$ cat src/rtl/program_loader_pkg.sv
// Shared definitions for the boot-time program loader: loader state
// encoding, stream field widths and the architectural HALT instruction.
package program_loader_pkg;

  localparam int LOADER_BYTE_WIDTH  = 8;
  localparam int LOADER_COUNT_WIDTH = 16;

  // Architectural HALT opcode, zero-extended so any legal instruction
  // width can take its low slice as the fill word.
  localparam logic [63:0] HALT_INST = 64'h0000_0000_0000_F000;

  typedef enum logic [2:0] {
    ST_COUNT_LO = 3'd0,
    ST_COUNT_HI = 3'd1,
    ST_PAYLOAD  = 3'd2,
    ST_CHECKSUM = 3'd3,
    ST_FILL     = 3'd4,
    ST_DONE     = 3'd5,
    ST_ERROR    = 3'd6
  } loader_state_e;

  // States in which the loader is willing to take a stream byte.
  function automatic logic is_receiving(input loader_state_e s);
    return (s == ST_COUNT_LO) || (s == ST_COUNT_HI) ||
           (s == ST_PAYLOAD)  || (s == ST_CHECKSUM);
  endfunction

endpackage

$ cat src/rtl/program_loader_if.sv
// Byte-stream input and program-memory write port of the loader.
// The loader is the slave of the stream and drives the memory writes.
interface program_loader_if
  import program_loader_pkg::*;
#(
  parameter int INSTR_WIDTH      = 16,
  parameter int PROG_MEMORY_SIZE = 1024
);

  localparam int ADDR_W = $clog2(PROG_MEMORY_SIZE);

  logic [LOADER_BYTE_WIDTH-1:0] rx_data;
  logic                         rx_valid;
  logic                         rx_ready;
  logic                         prog_write_enable;
  logic [ADDR_W-1:0]            prog_write_address;
  logic [INSTR_WIDTH-1:0]       prog_write_data;

  modport slave (
    input  rx_data, rx_valid,
    output rx_ready, prog_write_enable, prog_write_address, prog_write_data
  );

  modport master (
    output rx_data, rx_valid,
    input  rx_ready, prog_write_enable, prog_write_address, prog_write_data
  );

endinterface

$ cat src/rtl/program_loader_word_assembler.sv
// Little-endian instruction assembler: shifts accepted payload bytes in
// from the top so byte k ends up at bits [8k+7:8k], and publishes the
// finished word with a one-cycle completion pulse.
module loader_word_assembler
  import program_loader_pkg::*;
#(
  parameter int INSTR_WIDTH = 16
) (
  input  logic                         clock,
  input  logic                         reset,
  input  logic                         clear,
  input  logic                         byte_valid,
  input  logic [LOADER_BYTE_WIDTH-1:0] byte_data,
  output logic [INSTR_WIDTH-1:0]       word,
  output logic                         word_complete,
  output logic                         last_byte
);

  localparam int BYTES = INSTR_WIDTH / LOADER_BYTE_WIDTH;
  localparam int CNT_W = (BYTES > 1) ? $clog2(BYTES) : 1;

  logic [INSTR_WIDTH-1:0]                   shift_q;
  logic [INSTR_WIDTH+LOADER_BYTE_WIDTH-1:0] shift_cat;
  logic [INSTR_WIDTH-1:0]                   shift_next;
  logic [CNT_W-1:0]                         cnt_q;
  logic [INSTR_WIDTH-1:0]                   word_q;
  logic                                     complete_q;

  // The widened concatenation keeps the shift legal for single-byte words.
  assign shift_cat  = {byte_data, shift_q};
  assign shift_next = shift_cat[INSTR_WIDTH+LOADER_BYTE_WIDTH-1:LOADER_BYTE_WIDTH];
  assign last_byte  = (cnt_q == CNT_W'(BYTES - 1));

  // Byte lanes: pure data, only cleared when a new load starts.
  always_ff @(posedge clock) begin
    if (clear) begin
      shift_q <= '0;
    end else if (byte_valid) begin
      shift_q <= shift_next;
    end
  end

  // Byte counter, published word and completion pulse.
  always_ff @(posedge clock or negedge reset) begin
    if (!reset) begin
      cnt_q      <= '0;
      word_q     <= '0;
      complete_q <= 1'b0;
    end else begin
      complete_q <= 1'b0;
      if (clear) begin
        cnt_q <= '0;
      end else if (byte_valid) begin
        if (last_byte) begin
          cnt_q      <= '0;
          word_q     <= shift_next;
          complete_q <= 1'b1;
        end else begin
          cnt_q <= cnt_q + CNT_W'(1);
        end
      end
    end
  end

  assign word          = word_q;
  assign word_complete = complete_q;

endmodule

$ cat src/rtl/program_loader.sv
// Boot-time program loader. Parses a framed byte stream
// (count, payload, XOR checksum), writes the instructions to program
// memory, pads the remainder with HALT and releases the core only after
// a clean load.
module program_loader
  import program_loader_pkg::*;
#(
  parameter int                     INSTR_WIDTH      = 16,
  parameter int                     PROG_MEMORY_SIZE = 1024,
  parameter logic [INSTR_WIDTH-1:0] HALT_WORD        = HALT_INST[INSTR_WIDTH-1:0]
) (
  input  logic            clock,
  input  logic            reset,
  input  logic            restart,
  program_loader_if.slave bus,
  output logic            core_reset,
  output logic            load_done,
  output logic            load_error
);

  localparam int                             ADDR_W    = $clog2(PROG_MEMORY_SIZE);
  localparam logic [ADDR_W-1:0]              LAST_ADDR = ADDR_W'(PROG_MEMORY_SIZE - 1);
  localparam logic [LOADER_COUNT_WIDTH-1:0]  MEM_WORDS = LOADER_COUNT_WIDTH'(PROG_MEMORY_SIZE);

  loader_state_e                  state_q, state_d;
  logic                           armed_q;
  logic [LOADER_BYTE_WIDTH-1:0]   count_lo_q;
  logic [LOADER_COUNT_WIDTH-1:0]  count_q;
  logic [LOADER_COUNT_WIDTH-1:0]  remain_q;
  logic [LOADER_COUNT_WIDTH-1:0]  count_full;
  logic [LOADER_BYTE_WIDTH-1:0]   csum_q;
  logic [ADDR_W-1:0]              addr_q;
  logic                           halt_sel_q;

  logic                           accept;
  logic                           payload_accept;
  logic                           restart_take;
  logic                           write_en;
  logic [INSTR_WIDTH-1:0]         asm_word;
  logic                           asm_complete;
  logic                           asm_last;

  // rx_ready is held low until the first edge after reset is released.
  assign bus.rx_ready   = armed_q && is_receiving(state_q);
  assign accept         = bus.rx_valid && bus.rx_ready;
  assign payload_accept = accept && (state_q == ST_PAYLOAD);
  assign restart_take   = restart && ((state_q == ST_DONE) || (state_q == ST_ERROR));
  assign count_full     = {bus.rx_data, count_lo_q};

  loader_word_assembler #(
    .INSTR_WIDTH (INSTR_WIDTH)
  ) u_assembler (
    .clock         (clock),
    .reset         (reset),
    .clear         (restart_take),
    .byte_valid    (payload_accept),
    .byte_data     (bus.rx_data),
    .word          (asm_word),
    .word_complete (asm_complete),
    .last_byte     (asm_last)
  );

  // Payload writes follow the assembler pulse; FILL writes every cycle.
  // The data select stays on HALT after FILL so the bus does not toggle
  // while idle.
  assign write_en               = asm_complete || (state_q == ST_FILL);
  assign bus.prog_write_enable  = write_en;
  assign bus.prog_write_address = addr_q;
  assign bus.prog_write_data    = halt_sel_q ? HALT_WORD : asm_word;

  assign load_done  = (state_q == ST_DONE);
  assign load_error = (state_q == ST_ERROR);
  assign core_reset = (state_q == ST_DONE);

  // State register.
  always_ff @(posedge clock or negedge reset) begin
    if (!reset) begin
      state_q <= ST_COUNT_LO;
    end else begin
      state_q <= state_d;
    end
  end

  // Next-state decode for the frame parser.
  always_comb begin
    state_d = state_q;
    unique case (state_q)
      ST_COUNT_LO: begin
        if (accept) state_d = ST_COUNT_HI;
      end
      ST_COUNT_HI: begin
        if (accept) begin
          if (count_full > MEM_WORDS)       state_d = ST_ERROR;
          else if (count_full == '0)        state_d = ST_CHECKSUM;
          else                              state_d = ST_PAYLOAD;
        end
      end
      ST_PAYLOAD: begin
        if (payload_accept && asm_last && (remain_q == LOADER_COUNT_WIDTH'(1)))
          state_d = ST_CHECKSUM;
      end
      ST_CHECKSUM: begin
        if (accept) begin
          if (bus.rx_data != csum_q)        state_d = ST_ERROR;
          else if (count_q == MEM_WORDS)    state_d = ST_DONE;
          else                              state_d = ST_FILL;
        end
      end
      ST_FILL: begin
        if (addr_q == LAST_ADDR) state_d = ST_DONE;
      end
      ST_DONE, ST_ERROR: begin
        if (restart) state_d = ST_COUNT_LO;
      end
      default: state_d = ST_COUNT_LO;
    endcase
  end

  // Frame bookkeeping: count, remaining instructions, running XOR,
  // write address and fill-data select.
  always_ff @(posedge clock or negedge reset) begin
    if (!reset) begin
      armed_q    <= 1'b0;
      count_lo_q <= '0;
      count_q    <= '0;
      remain_q   <= '0;
      csum_q     <= '0;
      addr_q     <= '0;
      halt_sel_q <= 1'b0;
    end else begin
      armed_q <= 1'b1;
      if (restart_take) begin
        count_q    <= '0;
        remain_q   <= '0;
        csum_q     <= '0;
        addr_q     <= '0;
        halt_sel_q <= 1'b0;
      end else begin
        if (accept && (state_q != ST_CHECKSUM)) csum_q <= csum_q ^ bus.rx_data;
        if (accept && (state_q == ST_COUNT_LO)) count_lo_q <= bus.rx_data;
        if (accept && (state_q == ST_COUNT_HI)) begin
          count_q  <= count_full;
          remain_q <= count_full;
        end
        if (payload_accept && asm_last) remain_q <= remain_q - LOADER_COUNT_WIDTH'(1);
        // Saturate at the last word so a full program never wraps to 0.
        if (write_en && (addr_q != LAST_ADDR)) addr_q <= addr_q + ADDR_W'(1);
        if ((state_q == ST_CHECKSUM) && (state_d == ST_FILL)) halt_sel_q <= 1'b1;
      end
    end
  end

endmodule
$ cat src/flat_wrapper.sv
// flat-port wrapper written by rule: the top's interface ports become plain ports
module program_loader_flat import program_loader_pkg::*;
#(
  parameter int                     INSTR_WIDTH      = 16,
  parameter int                     PROG_MEMORY_SIZE = 1024,
  parameter logic [INSTR_WIDTH-1:0] HALT_WORD        = HALT_INST[INSTR_WIDTH-1:0]
)
  (clock, reset, restart, core_reset, load_done, load_error, bus_rx_data, bus_rx_valid, bus_rx_ready, bus_prog_write_enable, bus_prog_write_address, bus_prog_write_data);
  program_loader_if #(.INSTR_WIDTH(INSTR_WIDTH), .PROG_MEMORY_SIZE(PROG_MEMORY_SIZE)) bus_i ();
  input  logic clock;
  input  logic reset;
  input  logic restart;
  output logic core_reset;
  output logic load_done;
  output logic load_error;
  input wire logic [$bits(bus_i.rx_data)-1:0] bus_rx_data;
  input wire logic [$bits(bus_i.rx_valid)-1:0] bus_rx_valid;
  output wire logic [$bits(bus_i.rx_ready)-1:0] bus_rx_ready;
  output wire logic [$bits(bus_i.prog_write_enable)-1:0] bus_prog_write_enable;
  output wire logic [$bits(bus_i.prog_write_address)-1:0] bus_prog_write_address;
  output wire logic [$bits(bus_i.prog_write_data)-1:0] bus_prog_write_data;
  assign bus_i.rx_data = bus_rx_data;
  assign bus_i.rx_valid = bus_rx_valid;
  assign bus_rx_ready = bus_i.rx_ready;
  assign bus_prog_write_enable = bus_i.prog_write_enable;
  assign bus_prog_write_address = bus_i.prog_write_address;
  assign bus_prog_write_data = bus_i.prog_write_data;
  program_loader #(.INSTR_WIDTH(INSTR_WIDTH), .PROG_MEMORY_SIZE(PROG_MEMORY_SIZE), .HALT_WORD(HALT_WORD)) u_core (.clock(clock), .reset(reset), .restart(restart), .bus(bus_i), .core_reset(core_reset), .load_done(load_done), .load_error(load_error));
endmodule
$ cat config.mk
export PLATFORM = sky130hd
export DESIGN_NAME = program_loader_flat
export DESIGN_NICKNAME = d
export VERILOG_FILES = /design/src/rtl/program_loader_pkg.sv /design/src/rtl/program_loader_if.sv /design/src/rtl/program_loader_word_assembler.sv /design/src/rtl/program_loader.sv /design/src/flat_wrapper.sv
export SDC_FILE = /design/constraint.sdc
export NUM_CORES = 1
export LEC_CHECK = 0
export ABC_CLOCK_PERIOD_IN_PS = 2400
export CAP_MARGIN = 20
export CORE_MARGIN = 1
export CORE_UTILIZATION = 40
export DETAILED_ROUTE_END_ITERATION = 8
export MAX_ROUTING_LAYER = met4
export RECOVER_POWER = 50
export SLEW_MARGIN = 40
export SYNTH_ARGS = -nofsm -noshare
export SYNTH_HDL_FRONTEND = slang
export SYNTH_HIERARCHICAL = 1
export SYNTH_SLANG_ARGS = --single-unit
$ cat constraint.sdc
create_clock -name clock -period 2.4 [get_ports clock]
set_clock_uncertainty 0.15 [all_clocks]
set_input_delay 0.48 -clock clock [delete_from_list [all_inputs] [get_ports clock]]
set_output_delay 0.48 -clock clock [all_outputs]
set_load 0.02 [all_outputs]
## Word-level counts from Yosys, hierarchy flattened

Cells that the tools add are included.

- Multiplexer cells: 28
- $add $sub $neg: 3
- Eq/ne operators: 13
- Reductions and logical operators: 27
- Bitwise operators: 2
- $lt $le $gt $ge: 1

Operators with widths:

| cell | number |
|---|---|
| $mux 16 | 5 |
| $mux 3 | 8 |
| $mux 10 | 2 |
| $pmux 3 s6 | 1 |
| $eq 16x1->1 const B | 1 |
| $eq 16x11->1 const B | 1 |
| $gt 16x11->1 const B | 1 |
| $logic_not 16->1 | 1 |
| $mux 8 | 2 |
| $sub 16x1->16 const B | 1 |
| $eq 3x3->1 const B | 4 |
| $logic_and 1x1->1 | 11 |
| $add 10x1->10 const B | 1 |
| $eq 10x10->1 const B | 1 |
| $mux 1 | 10 |
| $ne 10x10->1 const B | 1 |
| $reduce_bool 2->1 | 5 |
| $ne 8x8->1 | 1 |
| $xor 8x8->8 | 1 |
| $eq 3x2->1 const B | 2 |
| $logic_or 1x1->1 | 5 |
| $eq 3x1->1 const B | 1 |
| $logic_not 3->1 | 1 |
| $ne 3x2->1 const B | 1 |
| 6 further kinds | 6 |

- Bits in registers: 97
- Input port bits: 12
- Output and inout bits: 31

## Logic depth before layout (Yosys ltp)

Gate-level depths: netlist (run 1).

- Depth after elaboration: 15
- Gate-level depth with buffers: 9
- Mapped depth without buffers: 6

## Cells and area by module

Netlist (run 1), hierarchy kept.

Modules (own cells, without submodules):

| module | area each (sq um) | cells an instance | instances | sequential area each (sq um) |
|---|---|---|---|---|
| program_loader | 3306.9 | 349 | 1 | 1576.5 |
| loader_word_assembler | 1004.7 | 65 | 1 | 610.6 |

## Worst setup path after synthesis (run 1)

Ideal clock, no wire load.

- Path kind: register to register
- Start point: register u_core.state_q[1]
- End point: register u_core.u_assembler.word_q[0] (netlist: u_core/u_assembler/word[0])
- Clock period less this slack: 2.389 ns
- Setup slack: 0.011 ns
- Library setup time: 0.125 ns
- Path buffers: 5
- Cell stages (with the launch flop): 10
- Arrival time: 2.114 ns
- Path through: dfrtp_1 -> buf_2 -> xor2_1 -> and3_1 -> buf_2 -> clkbuf_1 -> buf_6 -> nand3b_4 -> buf_6 -> mux2_4

- Elaborated cells between the ends (all ways): 16
- Classes of those cells: eq/ne (5); bitwise (1); reduce/logical (10)

RTL lines:

| element | RTL line | source |
|---|---|---|
| start: declaration | program_loader.sv:25 | `loader_state_e state_q, state_d;` |
| start signal: assignment | program_loader.sv:80 | `state_q <= state_d;` |
| $eq 3x3->1 | program_loader.sv:47 | `assign restart_take = restart && ((state_q == ST_DONE) \|\| (state_q == ST_ERROR));` |
| $logic_or 1x1->1 * | program_loader.sv:47 |  |
| $logic_and 1x1->1 * | program_loader.sv:47 |  |
| via u_core.restart_take | program_loader.sv:37 | `logic restart_take;` |
| $not 1->1 (no line) * | -- |  |
| $reduce_and 3->1 (no line) * | -- |  |
| end signal: assignment | program_loader_word_assembler.sv:56 | `word_q <= shift_next;` |
| end: declaration | program_loader_word_assembler.sv:26 | `logic [INSTR_WIDTH-1:0] word_q;` |

Mark *: on every way through the listed nets, which the timed path passes. The rest lies on a longest branch.
A chain may end at the register's enable or synchronous reset.

## Worst setup path after layout (run 1)

- Start point: register u_core.halt_sel_q
- End point: output bus_prog_write_data[12]

- Word-level cells in the longest chain between the ends: 1

Ends and longest elaborated chain:

| element | RTL line | source |
|---|---|---|
| start: declaration | program_loader.sv:33 | `logic halt_sel_q;` |
| start signal: assignment | program_loader.sv:129 | `halt_sel_q <= 1'b0;` |
| start signal: assignment | program_loader.sv:137 | `halt_sel_q <= 1'b0;` |
| start signal: assignment | program_loader.sv:148 | `if ((state_q == ST_CHECKSUM) && (state_d == ST_FILL)) halt_sel_q <= 1'b1;` |
| $mux 16 | program_loader.sv:69 | `assign bus.prog_write_data = halt_sel_q ? HALT_WORD : asm_word;` |
| end: declaration | flat_wrapper.sv:21 | `output wire logic [$bits(bus_i.prog_write_data)-1:0] bus_prog_write_data;` |

No other way between the ends.

==> impl_metrics.json, run 1 <==
{
  "antenna_found_initial": 0,
  "htree_levels": 3,
  "synth_nets": 429,
  "place_inst": 598,
  "fmax_mhz": 428,
  "place_area_sq_um": 5010,
  "layout.cells.non_filler": 616,
  "worstPathCellList": "or2_2 > clkdlybuf4s50_1",
  "fin_crit_ns": 2.34,
  "fin_total_pwr_mw": 6.60,
  "holdCritPathClass": "reg -> reg",
  "crit_start": "u_core/halt_sel_q$_DFFE_PN0P_",
  "cts_root_buf": "clkbuf_8",
  "outcome": "completed",
  "port_buffers": 42,
  "viasPerCell": 5.38,
  "tightest_slew_ns": 1.02,
  "antenna_left": 0,
  "clk_latency_ns": 0.36,
  "setup_viol": 0,
  "rrSetupSlack_ns": 0.13,
  "holdPathEnd": "u_core/u_assembler/word[2]$_DFFE_PN0P_",
  "ys_seq_area_share_pct": 50.7,
  "wl_met3_um": 456,
  "postLayoutCellArea_sq_um": 5250,
  "whs_ns": 0.336,
  "die_x_um": 106,
  "cts_buffers": 9,
  "rows": 37,
  "fin_crit_sh_pct": 97.4,
  "synthArstFlopShare_pct": 91.0,
  "synth_edf_count": 0,
  "cts_buffer_depth": 2,
  "grt_pass1_vias": 3237,
  "drt-met1-wl_um": 4810,
  "core-area_sq_um": 10400,
  "rr_startpoint": "u_core/state_q[0]$_DFF_PN0_",
  "grt_start_max_net_pins": 45,
  "crit_buf_inv": 1,
  "rsz0062_at_grt": "false",
  "synth.avg_cell_area_sq_um": 10.4,
  "dieArea_sq_um": 11200,
  "crit_slowest_cell": "clkdlybuf4s50_1",
  "crit_type": "reg -> out",
  "grt_util_all_layers_pct": 20.2,
  "cp.required_ns": 1.77,
  "yosys_warnings": 6,
  "p_per_area_nw_per_um2": 1260,
  "vdd_drop_max_mv": 0.448,
  "antenna_cells": 0,
  "cts.sinks": 89,
  "drc": 0,
  "dr.max_layer_used": "met4",
  "met2_length_um": 4850,
  "startpoint_type": "register",
  "die_h_um": 106,
  "cp_data_arrival_time_ns": 1.71,
  "grt_pass1_wl_um": 16700,
  "num_io_pins": 43,
  "place.gp.congestion": 0.833,
  "path_clk_slew_ns": 0.09,
  "cp_max_fo": 10,
  "hold_viol": 0,
  "hold_depth": 1,
  "vias": 3314,
  "leakage_nw": 2.36,
  "synth-seq-cells": 89,
  "syn-instance-count": 414,
  "dp_hpwl_um": 7310,
  "hold_start": "u_core/u_assembler/shift_q[10]$_SDFFE_PP0P_",
  "nets": 490,
  "synth_cell_types": 53,
  "setup_ws_ns": 0.0612,
  "path_delay_family": "buffers and inverters",
  "synthFlopType": "dfrtp_1",
  "initial_utilization_pct": 41.6,
  "slew_headroom_pct": 32.1,
  "drt-initial-drc-count": 152,
  "cp_slowest_stage_delay_ns": 0.54,
  "syn_to_final_growth_pct": 21.8,
  "ff2ff_path_depth": 4,
  "cts_tree": "yes",
  "r2r-end": "u_core/u_assembler/word[14]$_DFFE_PN0P_",
  "drv_cap": 0,
  "synth_area_sq_um": 4310,
  "drive_above_1_share_pct": 16.7,
  "finalMaxSlewViolations": 0,
  "grt.overflow.total": 0,
  "preCtsSetupSlack_ns": -0.0935,
  "routedWlPerCell_um": 16.8,
  "end_kind": "primary output",
  "drt-total-wl_um": 10300,
  "dr.pass1.iters": 4
}
## cell usage after synthesis (10+ instances only)
master | n | area [sq um]
dfrtp_1 | 81 | 2030
a21oi_1 | 23 | 115
xor2_1 | 12 | 105
nand2_1 | 49 | 184
nor2_1 | 36 | 135
o21ai_0 | 10 | 50.1
xnor2_1 | 11 | 96.3
nor2b_1 | 14 | 87.6
mux2_2 | 15 | 169
mux2i_1 | 10 | 100
nand3_1 | 24 | 120
o211ai_1 | 12 | 90.1
## cell families after synthesis
kind of cell	Yosys count	share of synthesized area, %
adder cells (fa/ha/maj)	3	0.871
AO/OA/AOI/OAI	62	9.37
other	1	0.0870
flip-flops	89	50.7
AND/OR/NAND/NOR	175	21.6
XOR/XNOR	23	4.67
multiplexers	34	9.37
buffers and inverters	27	3.25
## worst max path at each step
| stage | end | cells past startpoint |
|---|---|---|
| finish | bus_prog_write_data[12] | 2 |
| floorplan | u_core/u_assembler/word[0]$_DFFE_PN0P_ | 9 |
| global placement | u_core/remain_q[9]$_DFFE_PN0P_ | 5 |
| global route | bus_prog_write_data[14] | 2 |
| detailed placement | u_core/remain_q[11]$_DFFE_PN0P_ | 5 |
| CTS | core_reset | 3 |
## state kept, by name, summed over array words and instances (netlist names)
| signal | cells |
|---|---|
| u_core/armed_q | 1 |
| u_core/bus.prog_write_address | 10 |
| u_core/count_lo_q | 8 |
| u_core/count_q | 16 |
| u_core/csum_q | 8 |
| u_core/halt_sel_q | 1 |
| u_core/remain_q | 16 |
| u_core/state_q | 3 |
| u_core/u_assembler/last_byte | 1 |
| u_core/u_assembler/shift_q | 8 |
| u_core/u_assembler/word | 16 |
| u_core/u_assembler/word_complete | 1 |
## metrics by stage
step           utilization (%)  setup TNS [ns]
6_report                  50.6               0
5_1_grt                   50.6               0
4_1_cts                   50.9               0
3_5_place_dp              48.3          -0.168
3_3_place_gp              48.3               0
2_1_floorplan                -               0
## layout make-up
| cell class | count | area [sq um] |
|---|---|---|
| Fill cell | 994 | 5120 |
| Sequential cell | 89 | 2190 |
| Multi-Input combinational cell | 298 | 1960 |
| Timing Repair Buffer | 70 | 641 |
| Tap cell | 136 | 170 |
| Clock buffer | 11 | 131 |
| Clock inverter | 5 | 129 |
| Inverter | 7 | 26.3 |
## worst register-to-register path, stage by stage, from the launching register on
cell	delay, ns
dfrtp_1	0.51
xor2_1	0.23
and3_1	0.22
nand3b_2	0.58
mux2_4	0.47
## placed cells by master, fill, tap and decap left out, types with 5 or more instances in the layout
cell type	instances
or2_2	5
nor4_1	6
buf_4	23
xor2_1	12
a21oi_1	23
nand3_1	25
nor2b_1	14
o211ai_1	12
mux2_2	15
dfrtp_1	80
dlygate4sd2_1	10
xnor2_1	11
clkbuf_8	9
nor3_1	5
nand4_1	7
dfxtp_1	8
inv_1	7
clkdlybuf4s50_1	27
or3_1	6
mux2i_1	10
mux2_4	9
nand2_1	49
nor2_1	37
o21ai_0	10
## where the power goes
| part | leakage, nW | internal (mW) | switching [mW] | total (mW) |
|---|---|---|---|---|
| clock network | 0.128 | 0.800 | 0.512 | 1.31 |
| logic | 1.12 | 1.27 | 1.31 | 2.58 |
| registers | 1.11 | 2.13 | 0.570 | 2.70 |
## metal layers
layer / vias to the layer above / GRT usage, %
li1: 1593 / -
met1: 1630 / 26.7
met2: 74 / 31.3
met3: 17 / 3.65
met4: 0 / 7.04
met5: - / -
## timing repair
item,CTS,global route
setup buffers,1,0
gates resized for setup,12,4
endpoints found under the hold margin,38,0
hold buffers,1,0
setup endpoints to repair,19,4
Note: power is estimated with default switching activity, not from simulation.
==> run 2: changes to the inputs <==
--- a/config.mk
+++ b/config.mk
@@ -8,3 +8,2 @@
 export ABC_CLOCK_PERIOD_IN_PS = 2400
-export CAP_MARGIN = 20
 export CORE_MARGIN = 1
@@ -17,3 +16,2 @@
 export SYNTH_HDL_FRONTEND = slang
-export SYNTH_HIERARCHICAL = 1
 export SYNTH_SLANG_ARGS = --single-unit
--- a/constraint.sdc
+++ b/constraint.sdc
@@ -4,2 +4,2 @@
 set_output_delay 0.48 -clock clock [all_outputs]
-set_load 0.02 [all_outputs]
+set_load 0.1 [all_outputs]
==> run 2 against run 1 <==
Compared with the run above:
- first-iteration DRC count rose by 48%
- clock power fell by 21%
- wire length fell by 0.47%
- global-route usage rose by 0.46 points
- die area fell by 0.96%
- sequential share of layout area fell by 0.59 points
- cell area rose by 1.7%
- total power rose by 6.5%
- critical path depth rose by 2
- combinational power rose by 33%
- area after synthesis fell by 0.99%
- clock-buffer cell count rose by 1
- critical path type unchanged
- critical endpoint is now core_reset
- largest power group is now combinational cells
==> impl_metrics.json, run 2 <==
{
  "outcome": "completed",
  "synthFlopType": "dfrtp_1",
  "core-area_sq_um": 10300,
  "fmax_mhz": 439,
  "num_io_pins": 43,
  "synth_nets": 484,
  "fin_total_pwr_mw": 7.03,
  "dp_hpwl_um": 7500,
  "cp.required_ns": 1.77,
  "drt-initial-drc-count": 225,
  "cp_max_fo": 9,
  "grt_pass1_vias": 3544,
  "rrSetupSlack_ns": 0.21,
  "synth_top_area_cell": "dfrtp_1",
  "place.gp.congestion": 0.928,
  "fin_crit_sh_pct": 95.0,
  "end_kind": "primary output",
  "p_seq_share_pct": 36.5,
  "grt_util_all_layers_pct": 20.7,
  "vias": 3522,
  "p_sw_share_pct": 46.5,
  "syn_to_final_growth_pct": 25.1,
  "die_x_um": 105,
  "yosys_warnings": 0,
  "yosysTopAreaCellShare_pct": 47.5,
  "nets": 535,
  "holdPathEnd": "u_core.u_assembler.word[0]$_DFFE_PN0P_",
  "switchingPower_mw": 3.27,
  "slew_headroom_pct": 35.5,
  "grt_pass1_wl_um": 17400,
  "hold_start": "u_core.u_assembler.shift_q[8]$_SDFFE_PP0P_",
  "synthArstFlopShare_pct": 91.0,
  "fin_crit_ns": 2.28,
  "worstPathCellList": "buf_4 > and2b_1 > and2_2 > buf_12",
  "port_buffers": 42,
  "drv_cap": 0,
  "cts_tree": "yes",
  "r2r-end": "u_core.remain_q[15]$_DFFE_PN0P_",
  "synth.avg_cell_area_sq_um": 9.10,
  "ys_seq_area_share_pct": 51.2,
  "holdCritPathClass": "reg -> reg",
  "cp_data_arrival_time_ns": 1.65,
  "crit_buf_inv": 2,
  "antenna_cells": 0,
  "cts_buffers": 9,
  "p_per_area_nw_per_um2": 1320,
  "clkPwrFrac_pct": 14.8,
  "cp_slowest_stage_delay_ns": 0.41,
  "grt.overflow.total": 0,
  "crit_slowest_cell": "dfrtp_1",
  "path_delay_family": "simple AND/OR/NAND/NOR gates",
  "rsz0062_at_grt": "false",
  "grt_start_max_net_pins": 46,
  "setup_ws_ns": 0.121,
  "final_common_cell": "nand2_1",
  "finalMaxSlewViolations": 0,
  "synth_area_sq_um": 4270,
  "hold_depth": 2,
  "drc": 0,
  "rows": 37,
  "htree_levels": 3,
  "leakage_nw": 2.42,
  "crit_start": "u_core.state_q[1]$_DFF_PN0_",
  "die_h_um": 105,
  "ff2ff_path_depth": 5,
  "tightest_slew_ns": 0.967,
  "dieArea_sq_um": 11100,
  "synth_edf_count": 0,
  "drive_above_1_share_pct": 19.4,
  "path_clk_slew_ns": 0.09,
  "preCtsSetupSlack_ns": -0.0152,
  "syn-instance-count": 469,
  "postLayoutCoreUtil_pct": 51.7,
  "cts_setup_buffers": 0,
  "whs_ns": 0.280,
  "layout_common_cells": "nand2_1 (121), dfrtp_1 (75), a21oi_1 (29)",
  "routedWlPerCell_um": 15.5,
  "antenna_left": 0,
  "synth-seq-cells": 89,
  "rr_startpoint": "u_core.state_q[0]$_DFF_PN0_",
  "setup_viol": 0,
  "viasPerCell": 5.33,
  "startpoint_type": "register",
  "cts_root_buf": "clkbuf_8",
  "synth_cell_types": 57,
  "dr.pass1.iters": 4,
  "cts_buffer_depth": 2,
  "drt-total-wl_um": 10300,
  "vdd_drop_max_mv": 0.726,
  "yosys-top-cells-count": "nand2_1 (120), dfrtp_1 (81), a21oi_1 (29)",
  "n_fill_cell": 958,
  "hold_viol": 0,
  "p_comb_share_pct": 48.7,
  "yosys.cell_count.top_type": "nand2_1",
  "synthTopCellsByArea": "dfrtp_1 (47%), nand2_1 (11%), xor2_1 (4.3%)",
  "initial_utilization_pct": 41.4,
  "crit_type": "reg -> out",
  "antenna_found_initial": 0,
  "clk_latency_ns": 0.36,
  "cts.sinks": 89,
  "internal-power_mw": 3.76
}
==> run 2: cell count changes after synthesis, sizes merged, moves of 4 or more <==
cell / previous run / this run
clkbuf: 8 / 16
xor2: 12 / 21
nor3: 5 / 10
mux2: 24 / 8
nand4: 7 / 3
xnor2: 11 / 5
a21oi: 23 / 29
nand3: 26 / 20
nor2: 37 / 29
mux2i: 10 / 0
or3: 7 / 2
nand2: 49 / 122
o21ai: 10 / 15
==> run 2: worst max path at each step <==
stage                     cells after the start                             end  slack (ns)
after CTS                                     4                      core_reset        0.10
after global placement                        8  u_core.remain_q[2]$_DFFE_PN0P_        0.01
after floorplan                               2         bus_prog_write_data[10]       -0.20
final                                         4                      core_reset        0.12
after global routing                          3                      core_reset        0.05
after detailed placement                      8  u_core.remain_q[2]$_DFFE_PN0P_       -0.02
==> run 2: per-stage QoR <==
step	instance area, sq um	cells	TNS [ns]
after detailed placement	5170	644	-0.0152
after CTS	5380	661	0
after global placement	5170	644	0
final	5340	661	0
after floorplan	4280	469	-1.03
after global routing	5340	661	0
==> run 2: area by class of cell <==
cell class,count,area [sq um],area share (%)
flip-flops and latches,89,2190,41.1
multi-input cells,344,1930,36.1
repair buffers,69,826,15.5
well taps,136,170,3.19
clock buffers,12,145,2.72
clock inverters,4,52.6,0.984
inverters,7,26.3,0.492
==> run 2: cells by family after synthesis <==
group                      synth area share, %
xor gates and xnor gates                  5.33
adders and majority gates                0.879
other                                   0.0878
buffers and inverters                     3.75
and+or+nand+nor                           26.2
muxes                                     2.11
AOI/OAI and AO/OA                         10.4
DFF                                       51.2
==> run 2: power by group through the flow <==
stage	sequential (mW)	combinational (mW)	clock (mW)
floorplan	2.85	2.11	0
global placement	2.56	3.42	0
detailed placement	2.59	3.47	0
CTS	2.56	3.48	1.07
global route	2.65	3.66	1.13
finish	2.57	3.42	1.04
==> run 2: repair_timing <==
action / CTS / global route
setup endpoints to repair: 0 / 1
hold buffers: 1 / 0
gates resized for setup: 0 / 1
hold endpoints to repair: 36 / 0
==> run 2: tightest hold or removal path: stages (launching register included) <==
cell and delay (ns):
dfxtp_1 0.32, nand2_1 0.05, nand2_1 0.04
==> run 2: routing by layer <==
layer | GRT usage, % | up-vias | wire (um) | share of wire, %
li1 | - | 1683 | - | -
met1 | 26.2 | 1745 | 4670 | 45
met2 | 32.6 | 72 | 4940 | 48
met3 | 3.22 | 22 | 397 | 3.9
met4 | 9.66 | 0 | 262 | 2.6
met5 | - | - | 0 | 0
